**config.mk**
```make
export PLATFORM = sky130hd
export DESIGN_NAME = bank_conflict_scheduler
export DESIGN_NICKNAME = d
export VERILOG_FILES = /design/src/rtl/bank_conflict_scheduler.sv
export SDC_FILE = /design/constraint.sdc
export NUM_CORES = 1
export LEC_CHECK = 0
export BUFFER_PORTS_ARGS = -buffer_cell sky130_fd_sc_hd__buf_4
export CORE_MARGIN = 8
export CORE_UTILIZATION = 40
export CTS_CLUSTER_DIAMETER = 150
export DETAILED_ROUTE_END_ITERATION = 8
export PLACE_DENSITY = 0.74
export SYNTH_ARGS = -nofsm -noshare
export SYNTH_HDL_FRONTEND = slang
export SYNTH_SLANG_ARGS = --single-unit
```
**constraint.sdc**
```tcl
create_clock -name clk -period 2.7 [get_ports clk]
set_input_delay 0.405 -clock clk [delete_from_list [all_inputs] [get_ports clk]]
set_output_delay 0.405 -clock clk [all_outputs]
set_load 0.01 [all_outputs]
```
**src/rtl/bank_conflict_scheduler.sv**
```systemverilog
// rtl/bank_conflict_scheduler.sv - routes one lane group to banks, serialising lanes that share a bank
module bank_conflict_scheduler #(
    parameter int NB = 4,
    parameter int LW = $clog2(NB),
    parameter int DW = 12,
    parameter int CW = 16
) (
    input  logic             clk,
    input  logic             rst,
    input  logic             in_valid,
    output logic             in_ready,
    input  logic [NB*LW-1:0] in_bank,
    input  logic [NB*DW-1:0] in_data,
    output logic [NB-1:0]    out_valid,
    output logic [NB*LW-1:0] out_sel,
    output logic [NB*DW-1:0] out_data,
    output logic             out_last,
    output logic [CW-1:0]    conflict_cnt
);

    typedef enum logic {IDLE, SERVE} state_t;

    state_t             r_state;
    state_t             w_next_state;
    logic [NB-1:0]      r_pending;
    logic [NB*LW-1:0]   r_bank;
    logic [NB*DW-1:0]   r_data;

    logic [NB-1:0]      w_bank_hit;
    logic [NB*LW-1:0]   w_sel;
    logic [NB*DW-1:0]   w_data;
    logic [NB-1:0]      w_granted;
    logic               w_round_last;
    logic               w_accept;

    // Per bank, the lowest-indexed pending lane wins; a bank's hit bit stops further matches.
    always_comb begin
        w_bank_hit = '0;
        w_sel      = '0;
        w_data     = '0;
        w_granted  = '0;
        if (r_state == SERVE) begin
            for (int b = 0; b < NB; b++) begin
                for (int i = 0; i < NB; i++) begin
                    if (!w_bank_hit[b] && r_pending[i] && (r_bank[i*LW +: LW] == LW'(b))) begin
                        w_bank_hit[b]         = 1'b1;
                        w_sel[b*LW +: LW]     = LW'(i);
                        w_data[b*DW +: DW]    = r_data[i*DW +: DW];
                        w_granted[i]          = 1'b1;
                    end
                end
            end
        end
    end

    assign w_round_last = (r_state == SERVE) && ((r_pending & ~w_granted) == '0);
    assign in_ready     = !rst && ((r_state == IDLE) || w_round_last);
    assign w_accept     = in_valid && in_ready;

    always_comb begin
        w_next_state = r_state;
        case (r_state)
            IDLE:    if (w_accept) w_next_state = SERVE;
            SERVE:   if (w_round_last && !w_accept) w_next_state = IDLE;
            default: w_next_state = IDLE;
        endcase
    end

    always_ff @(posedge clk) begin
        if (rst) begin
            r_state <= IDLE;
        end else begin
            r_state <= w_next_state;
        end
    end

    always_ff @(posedge clk) begin
        if (rst) begin
            r_pending    <= '0;
            r_bank       <= '0;
            r_data       <= '0;
            out_valid    <= '0;
            out_sel      <= '0;
            out_data     <= '0;
            out_last     <= 1'b0;
            conflict_cnt <= '0;
        end else begin
            if (r_state == SERVE) begin
                out_valid <= w_bank_hit;
                out_sel   <= w_sel;
                out_data  <= w_data;
                out_last  <= w_round_last;
                r_pending <= r_pending & ~w_granted;
                if (!w_round_last && (conflict_cnt != {CW{1'b1}})) begin
                    conflict_cnt <= conflict_cnt + CW'(1);
                end
            end else begin
                out_valid <= '0;
                out_sel   <= '0;
                out_data  <= '0;
                out_last  <= 1'b0;
            end
            // A new group overrides the drained pending mask on the same edge.
            if (w_accept) begin
                r_bank    <= in_bank;
                r_data    <= in_data;
                r_pending <= '1;
            end
        end
    end

endmodule
```
Yosys cells after proc, flatten, opt, wreduce, memory -nomap -nowiden
Cells that the tools add are included.
{ "word_totals": {"ff_bits": 138, "latchBits": 0, "mem_bits_rw": 0, "romBits": 0, "in_bits": 59, "elab_cells": 160, "memories": 0} }
{ "op_classes": {"add_sub_neg": 1, "n_mul": 0, "div": 0, "n_lt_le_gt_ge": 0, "n_eq_ne": 13, "shifts": 0, "n_mux": 77, "bitwise_logic": 3, "reduce_logical": 57} }
{ "op_table": {"columns": ["cell", "n"], "rows": [
  ["$mux 12", 16],
  ["$mux 1", 49],
  ["$logic_and 1x1->1", 33],
  ["$add 16x1->16 const B", 1],
  ["$eq 2x2->1 const B", 8],
  ["$mux 2", 8],
  ["$ne 16x16->1 const B", 1],
  ["$logic_not 1->1", 15],
  ["$mux 4", 3],
  ["$eq 2x1->1 const B", 4],
  ["$logic_not 2->1", 4],
  ["$and 4x4->4", 1],
  ["$logic_not 4->1", 1],
  ["$not 4->4", 1],
  ["$pmux 1 s2", 1],
  ["$reduce_and 2->1", 1],
  ["$reduce_bool 2->1", 1],
  ["$reduce_or 2->1", 1],
  ["$logic_or 1x1->1", 1],
  ["$not 1->1", 1]
]} }

Longest topological paths before layout
Gate-level depths: netlist of run 1.
{ "logic_depth": {"word_depth": 33, "depth_mapped": 10, "mapped_depth_nobuf": 6} }

Least setup slack after synthesis of run 1
Ideal clock, no wire load.
{ "synth_path": {"kind": "flip-flop to output port", "from": "reg r_bank[0]", "to": "out in_ready", "t_arrival_ns": 2.110, "slack_ns": 0.185, "path_stages_with_launch": 11, "path_buffers": 4, "path_cell_list": "dfxtp_1 buf_4 and3b_1 buf_2 nor4b_4 nor4_4 a221oi_4 buf_6 buf_6 nor2_1 nor2_1"} }
{ "synth_between": {"elab_chain_len": 28, "elab_cells_between_ends": 90, "classes_between": "3 x eq/ne; 40 x mux; 2 x bitwise; 45 x reduce/logical"} }
{ "synth_rtl": {"columns": ["element", "line", "text"], "rows": [
  ["start: declaration", "26", "logic [NB*LW-1:0] r_bank;"],
  ["start signal: assignment", "105", "r_bank <= in_bank;"],
  ["$logic_not 2->1", "45", "if (!w_bank_hit[b] && r_pending[i] && (r_bank[i*LW +: LW] == LW'(b))) begin"],
  ["$logic_and 1x1->1", "45", null],
  ["$mux 1", "45", null],
  ["$mux 1", "42", "if (r_state == SERVE) begin"],
  ["$logic_not 1->1", "45", null],
  ["$logic_and 1x1->1 (2 in series)", "45", null],
  ["$mux 1", "45", null],
  ["$mux 1", "42", null],
  ["[8 not listed]", null, null],
  ["$mux 1 (4 in series)", "45", null],
  ["$mux 4 *", "42", null],
  ["$not 4->4 *", "56", "assign w_round_last = (r_state == SERVE) && ((r_pending & ~w_granted) == '0);"],
  ["$and 4x4->4 *", "56", null],
  ["$logic_not 4->1 *", "56", null],
  ["$logic_and 1x1->1 *", "56", null],
  ["$logic_or 1x1->1 *", "57", "assign in_ready = !rst && ((r_state == IDLE) || w_round_last);"],
  ["$logic_and 1x1->1 *", "57", null],
  ["end: declaration", "11", "output logic in_ready,"]
]} }
Every way passes the cells marked *; elsewhere a longest branch is shown, timed or not. The select of a mux whose other input is x is not followed.

Worst setup path in the final report of run 1
{ "layout_path": {"from": "reg r_pending[0]", "to": "out in_ready"} }
{ "layout_between": {"elab_chain_len": 27, "elab_cells_between_ends": 86, "classes_between": "40 x mux; 2 x bitwise; 44 x reduce/logical"} }
{ "layout_rtl": {"columns": ["element", "line", "text"], "rows": [
  ["start: declaration", "25", "logic [NB-1:0] r_pending;"],
  ["start signal: assignment", "93", "r_pending <= r_pending & ~w_granted;"],
  ["$logic_and 1x1->1", "45", null],
  ["$mux 1", "45", null],
  ["$mux 1", "42", null],
  ["$logic_not 1->1", "45", null],
  ["$logic_and 1x1->1 (2 in series)", "45", null],
  ["$mux 1", "45", null],
  ["$mux 1", "42", null],
  ["$logic_not 1->1", "45", null],
  ["[7 not listed]", null, null],
  ["$mux 1 (4 in series)", "45", null],
  ["$mux 4", "42", null],
  ["$not 4->4", "56", null],
  ["$and 4x4->4 *", "56", null],
  ["$logic_not 4->1 *", "56", null],
  ["$logic_and 1x1->1 *", "56", null],
  ["$logic_or 1x1->1 *", "57", null],
  ["$logic_and 1x1->1 *", "57", null]
]} }
Marks and branches as above.

==> metrics.yaml, run 1 <==
start_util_pct: 40.4
place_ws_ns: -0.0828
hold_path_end: "r_bank[1]"
io_pins: 137
holdCritPathClass: "in2reg"
grt_usage_pct: 19.1
power.leakage_uw: 0.00346
area_growth_pct: 32.3
drive_gt1_share_pct: 28.4
finalWorstSetupSlack_ns: 0.0592
r2r_end: "r_bank[7]"
grt_antenna_before_repair: 0
hold-worst-slack_ns: 0.224
drt_iter0_markers: 777
cap_viol_max_count: 0
peakVddDrop_mv: 0.471
synthArstFlopShare_pct: 0
rsz0062_at_grt: "yes"
post_drt_wl_per_cell_microns: 17.7
regToRegStartpoint: "r_bank[4]"
vias: 5966
synth_area_leaders: "dfxtp_1, mux2i_1, nand2_1, nor2_1, a221oi_1"
n_antenna_cell: 0
clock.fmax_mhz: 379
critPathMaxFanout: 3
route.detailed.drc: 0
dp_cells: 1050
hpwl_mm: 13.7
min_from: "in_bank[1]"
synthCells: 730
cp.required_ns: 2.30
period_minus_slack_ns: 2.64
htreeDepth: 4
cp_data_arrival_time_ns: 2.24
dr.pass1.iters: 5
io_buffers: 136
num_rows: 46
drt_wl_total_mm: 19.4
clockBufferDepth: 2
ys_types: 48
r2r_cells: 9
synth_ff_type: "dfxtp_1"
worstSetupPathType: "reg2out"
routabilityCongestion: 0.852
synth_top_area_share_pct: 43.5
final_nets: 926
cts_hold_buf: 0
hold_viol: 0
fin_skew_ns: 0.00817
clock_sinks: 138
cts_tree: "done"
yosys_warnings: 0
fin_crit_sh_pct: 97.8
ys_ff_latch: 138
cts-root-buf: "clkbuf_16"
netlist_area_sq_um: 6350
grt_pass1_wl_mm: 30.2
grt_pass1_vias: 5580
coreArea_sq_um: 15700
syn_nets: 790
avgSynthCellArea_sq_um: 8.69
routed_via_density: 5.45
ant_nets: 0
status: "finished, final reports clean"
power_density_nw_per_um2: 614
grt-ovfl-total: 0
dieWidth_microns: 142
cts_buffers: 17
setup_violations: 0
dieArea_sq_um: 20200
tns_ns: 0
die_y_microns: 142
final_cells: 1095
tightestPinTransition_ns: 0.925
hold_path_depth: 3
clk_pin_slew_worst_paths_ns: 0.06
insertion_delay_ns: 0.43
synth_area_leader_cell: "dfxtp_1"
ff2ff_setup_slack_ns: 0.20
cp-start-kind: "flip-flop"
grt_max_degree: 115
slew_headroom_pct: 38.1
synth_seq_area_share_pct: 43.5
synth_edf_count: 0
drv_slew: 0
critPathCaptureType: "primary output"
## Yosys cell counts (2+ instances only)
cell and n:
mux2_2 5, and3_1 4, nor3b_2 2, nand4_1 5, buf_6 7, a221oi_1 48, inv_1 5, a22oi_1 48
a21oi_1 19, nor3_1 6, buf_1 4, a311oi_1 2, nor2b_1 6, mux2i_1 55, o21ai_0 4, nand3_1 9
clkbuf_1 38, dfxtp_1 138, xnor2_1 4, o31a_1 2, nor4b_4 3, nor2_1 120, nand2_1 122, o31ai_1 8
or4_1 6, buf_2 11, or3b_2 2, o21a_1 3, nor4_4 2, nor3b_1 2, nor4_1 11, and3b_1 8
a31oi_1 2, buf_4 4, and2_1 2
## worst max path at each step
| stage | to | start | cells past startpoint | slack, ns |
|---|---|---|---|---|
| 6_report | in_ready | r_pending[0] | 8 | 0.06 |
| 5_1_grt | in_ready | r_bank[4] | 8 | -0.01 |
| 4_1_cts | in_ready | r_bank[3] | 8 | 0.004 |
| 3_5_place_dp | r_data[4] | r_bank[1] | 7 | -0.08 |
| 3_3_place_gp | r_data[43] | r_bank[6] | 7 | -0.01 |
| 2_1_floorplan | in_ready | r_bank[0] | 10 | 0.19 |
## kinds of logic (layout without fill, tap and decap cells)
family	after synthesis	in the layout	synth area share [%]
AND/OR/NAND/NOR	314	314	23.2
AO/OA/AOI/OAI	143	143	17.5
flip-flops	138	138	43.5
buffers and inverters	70	219	5.42
multiplexers	60	60	9.56
XOR/XNOR	4	4	0.552
adder cells (fa/ha/maj)	1	1	0.197
## sequential cells by signal, indices dropped and copies added, names as in the netlist
name          cells
r_bank            8
out_data         48
r_data           48
out_sel           8
out_valid         4
r_state           1
r_pending         4
conflict_cnt     16
out_last          1
## routing by layer
layer  routed length, microns  share of wire, %  GRT usage, %
met1                     8900                46          26.9
met2                     8200                42          26.5
met3                     2130                11          6.98
met4                      211               1.1          5.26
met5                        0                 0             0
## cells in the final DEF, fill, tap and decap left out, types with 3 or more instances in the layout
cell type,n
buf_4,171
dfxtp_1,129
nand2_1,121
nor2_1,119
mux2i_1,55
a22oi_1,48
a221oi_1,48
a21oi_1,19
clkbuf_16,17
nor4_1,11
nand3_1,9
o31ai_1,7
nor2b_1,6
nor3_1,6
or4_1,6
inv_1,5
nand4_1,5
mux2_2,5
clkinvlp_4,5
buf_6,5
dfxtp_4,5
and3_1,4
and3b_1,4
and3b_2,4
o21ai_0,4
dfxtp_2,4
xnor2_1,3
nor4b_4,3
o21a_1,3
inv_6,3
inv_8,3
buf_12,3
## worst max-delay path, cell delays in order, from the launching register on
cell and delay, ns:
dfxtp_4 0.34, buf_6 0.11, and3b_2 0.24, nor4b_4 0.37, nor4_4 0.11, a221oi_4 0.26
nor2_2 0.09, nor2_1 0.13, buf_4 0.14
## per-stage QoR
stage / util (%) / instance area [sq um] / total power [uW]
6_report: 53.4 / 8400 / 5150
5_1_grt: 53.4 / 8400 / 5340
4_1_cts: 52.5 / 8250 / 5140
3_5_place_dp: 48.4 / 7610 / 2850
3_3_place_gp: 48.4 / 7610 / 2840
2_1_floorplan: - / 6350 / 2620
## power breakdown
group / internal [uW] / total (uW) / switching (uW)
Combinational: 289 / 632 / 343
Clock: 1300 / 2280 / 981
Sequential: 2120 / 2240 / 122
Total: 3710 / 5150 / 1450
## what timing repair did
item                       4_1_cts  5_1_grt
pin swaps                        7        9
setup endpoints to repair       56       24
setup buffers                    5        9
gates resized for setup          5       25
## cell type report
| type | count | area [sq um] |
|---|---|---|
| clock buffer | 17 | 425 |
| clock inverter | 15 | 161 |
| fill | 1440 | 7320 |
| inverter | 6 | 23.8 |
| multi-input combinational | 522 | 3310 |
| sequential | 138 | 2790 |
| tap | 216 | 270 |
| timing repair buffer | 181 | 1420 |
Power figures use the tool's default switching activity.
==> run 2: changes to the inputs <==
- ABC_AREA: unset -> 1
- clock period: 2.7 -> 3.1 ns (I/O delays scaled with it)
==> metrics.yaml, run 2 <==
cap_viol_max_count: 0
tightestPinTransition_ns: 0.623
hold_viol: 0
seq_area_sq_um: 2760
yosys_warnings: 0
n_antenna_cell: 0
synth_ff_type: "dfxtp_1"
path_common_cell: "nand2_1"
synthTopCellsByCount: "nand2_1, dfxtp_1, nor2_1"
synth_top_family_by_area: "simple AND/OR/NAND/NOR gates"
synth_area_leader_cell: "dfxtp_1"
drt_iter0_markers: 907
biggestRegsByFlops: "out_data (48), r_data (48), conflict_cnt (16)"
grt-ovfl-total: 0
period_minus_slack_ns: 2.87
synth_xor_area_share_pct: 1.95
power.leakage_uw: 0.00338
final_cell_mix: "nand2_1, buf_4, dfxtp_1"
insertion_delay_ns: 0.43
ys_types: 27
grt_antenna_before_repair: 0
yosys.area_share.adder_pct: 0.199
clockBufferDepth: 2
crit_slowest_cell: "nor2_4"
final_nets: 1046
fin_crit_sh_pct: 92.5
start_util_pct: 41.1
holdCritPathClass: "in2reg"
netlist_area_sq_um: 6280
peakVddDrop_mv: 0.390
fin_skew_ns: 0.0102
critPathMaxFanout: 14
coreArea_sq_um: 15300
drt_wl_total_mm: 21.3
die_y_microns: 141
crit_family: "simple AND/OR/NAND/NOR gates"
ys_ff_latch: 138
synth_mux_area_share_pct: 0
grt_usage_pct: 21.2
clk_pin_slew_worst_paths_ns: 0.06
path_buf_inv: 2
critPathMaxStageDelay_ns: 0.40
clock_sinks: 138
hold-worst-slack_ns: 0.278
clock.fmax_mhz: 349
cp-start-kind: "flip-flop"
dr.pass1.iters: 6
route.detailed.drc: 0
post_drt_wl_per_cell_microns: 17.6
grt_pass1_wl_mm: 33.4
routabilityCongestion: 0.916
status: "finished, final reports clean"
grt_max_degree: 58
num_rows: 45
synth_compound_area_share_pct: 13.5
yosysMostFrequentCell: "nand2_1"
ant_nets: 0
critPathCaptureType: "primary output"
synth_edf_count: 0
cp.required_ns: 2.63
vias: 6696
final_common_cell: "nand2_1"
path_cells: "nand3_1 -> inv_2 -> nor2_4 -> nor2_1 -> nand2_1 -> nand2_1 -> a21oi_2 -> nand3_4 -> a21oi_1 -> buf_4"
drive_gt1_share_pct: 20.4
synthSimpleGateAreaFrac_pct: 31.2
dieWidth_microns: 141
synthArstFlopShare_pct: 0
tns_ns: 0
fillerInstances: 1445
dieArea_sq_um: 20000
syn_nets: 932
hpwl_mm: 14.5
synth_area_leaders: "dfxtp_1, nand2_1, nor2_1, nand4_1, a21oi_1"
cts-root-buf: "clkbuf_16"
cts_tree: "done"
avgSynthCellArea_sq_um: 7.20
cp_data_arrival_time_ns: 2.40
synthCells: 872
rsz0062_at_grt: "no"
grt_pass1_vias: 6310
power_density_nw_per_um2: 572
slew_headroom_pct: 58.4
worstSetupPathType: "reg2out"
synth_seq_area_share_pct: 44.0
io_pins: 137
multi_input_area_sq_um: 2950
setup_violations: 0
routed_via_density: 5.53
area_growth_pct: 28.6
io_buffers: 136
cts_buffers: 17
drv_slew: 0
htreeDepth: 4
synth_top_area_share_pct: 44.0
==> run 2: metal layers <==
metal / wire length [microns] / GRT usage, % / vias to the layer above
met5: 0 / 0 / -
met4: 633 / 9.45 / 0
met3: 2430 / 7.01 / 65
met2: 9770 / 34.0 / 424
met1: 8420 / 25.4 / 3043
li1: - / - / 3164
==> run 2: kinds of logic (layout without fill, tap and decap cells) <==
| kind of cell | Yosys count | after routing |
|---|---|---|
| AND/OR/NAND/NOR | 440 | 440 |
| buffers and inverters | 140 | 267 |
| AO/OA/AOI/OAI | 139 | 139 |
| flip-flops | 138 | 138 |
| XOR/XNOR | 14 | 14 |
| adder cells (fa/ha/maj) | 1 | 1 |
==> run 2: repair_timing <==
item                                    4_1_cts  5_1_grt
buffers inserted                              0        0
hold buffers                                  0        0
endpoints found under the setup margin        0        1
gates resized for setup                       0        2
==> run 2: final timing paths <==
path              startpoint         endpoint  slack (ns)  cells past startpoint
max             r_pending[0]         in_ready        0.23                     10
min reg2reg  conflict_cnt[3]  conflict_cnt[3]        0.51                      2
max reg2reg     r_pending[0]       r_data[28]        0.53                     13
min               in_data[1]        r_data[1]        0.28                      3
==> run 2: cell type report <==
type                       instances  area share (%)
clock inverter                    13            2.06
sequential                       138            34.2
tap                              211            3.27
multi-input combinational        594            36.5
inverter                          80            3.72
timing repair buffer             155            14.7
clock buffer                      19            5.49
==> run 2: stage by stage <==
stage,util [%],setup WS [ns],total power (uW),area [sq um],instances
finish,52.9,0.231,4620,8070,1210
CTS,52.8,0.0299,4630,8060,1210
global placement,48.9,0.450,2540,7450,1178
detailed placement,48.9,0.360,2550,7450,1178
global route,52.9,0.0921,4800,8070,1210
floorplan,-,0.970,2330,6280,872
==> run 2: power by group <==
part           internal [uW]  leakage, uW  switching (uW)
clock                   1290     0.000279             805
combinational            199      0.00198             376
sequential              1860      0.00112            89.4
total                   3350      0.00338            1270
==> run 2: worst register-to-register path: cells and delay by family (launching register included) <==
family | cells | cell delay (ns)
AO/OA/AOI/OAI | 1 | 0.19
flip-flops | 1 | 0.39
buffers and inverters | 2 | 0.45
AND/OR/NAND/NOR | 10 | 1.41
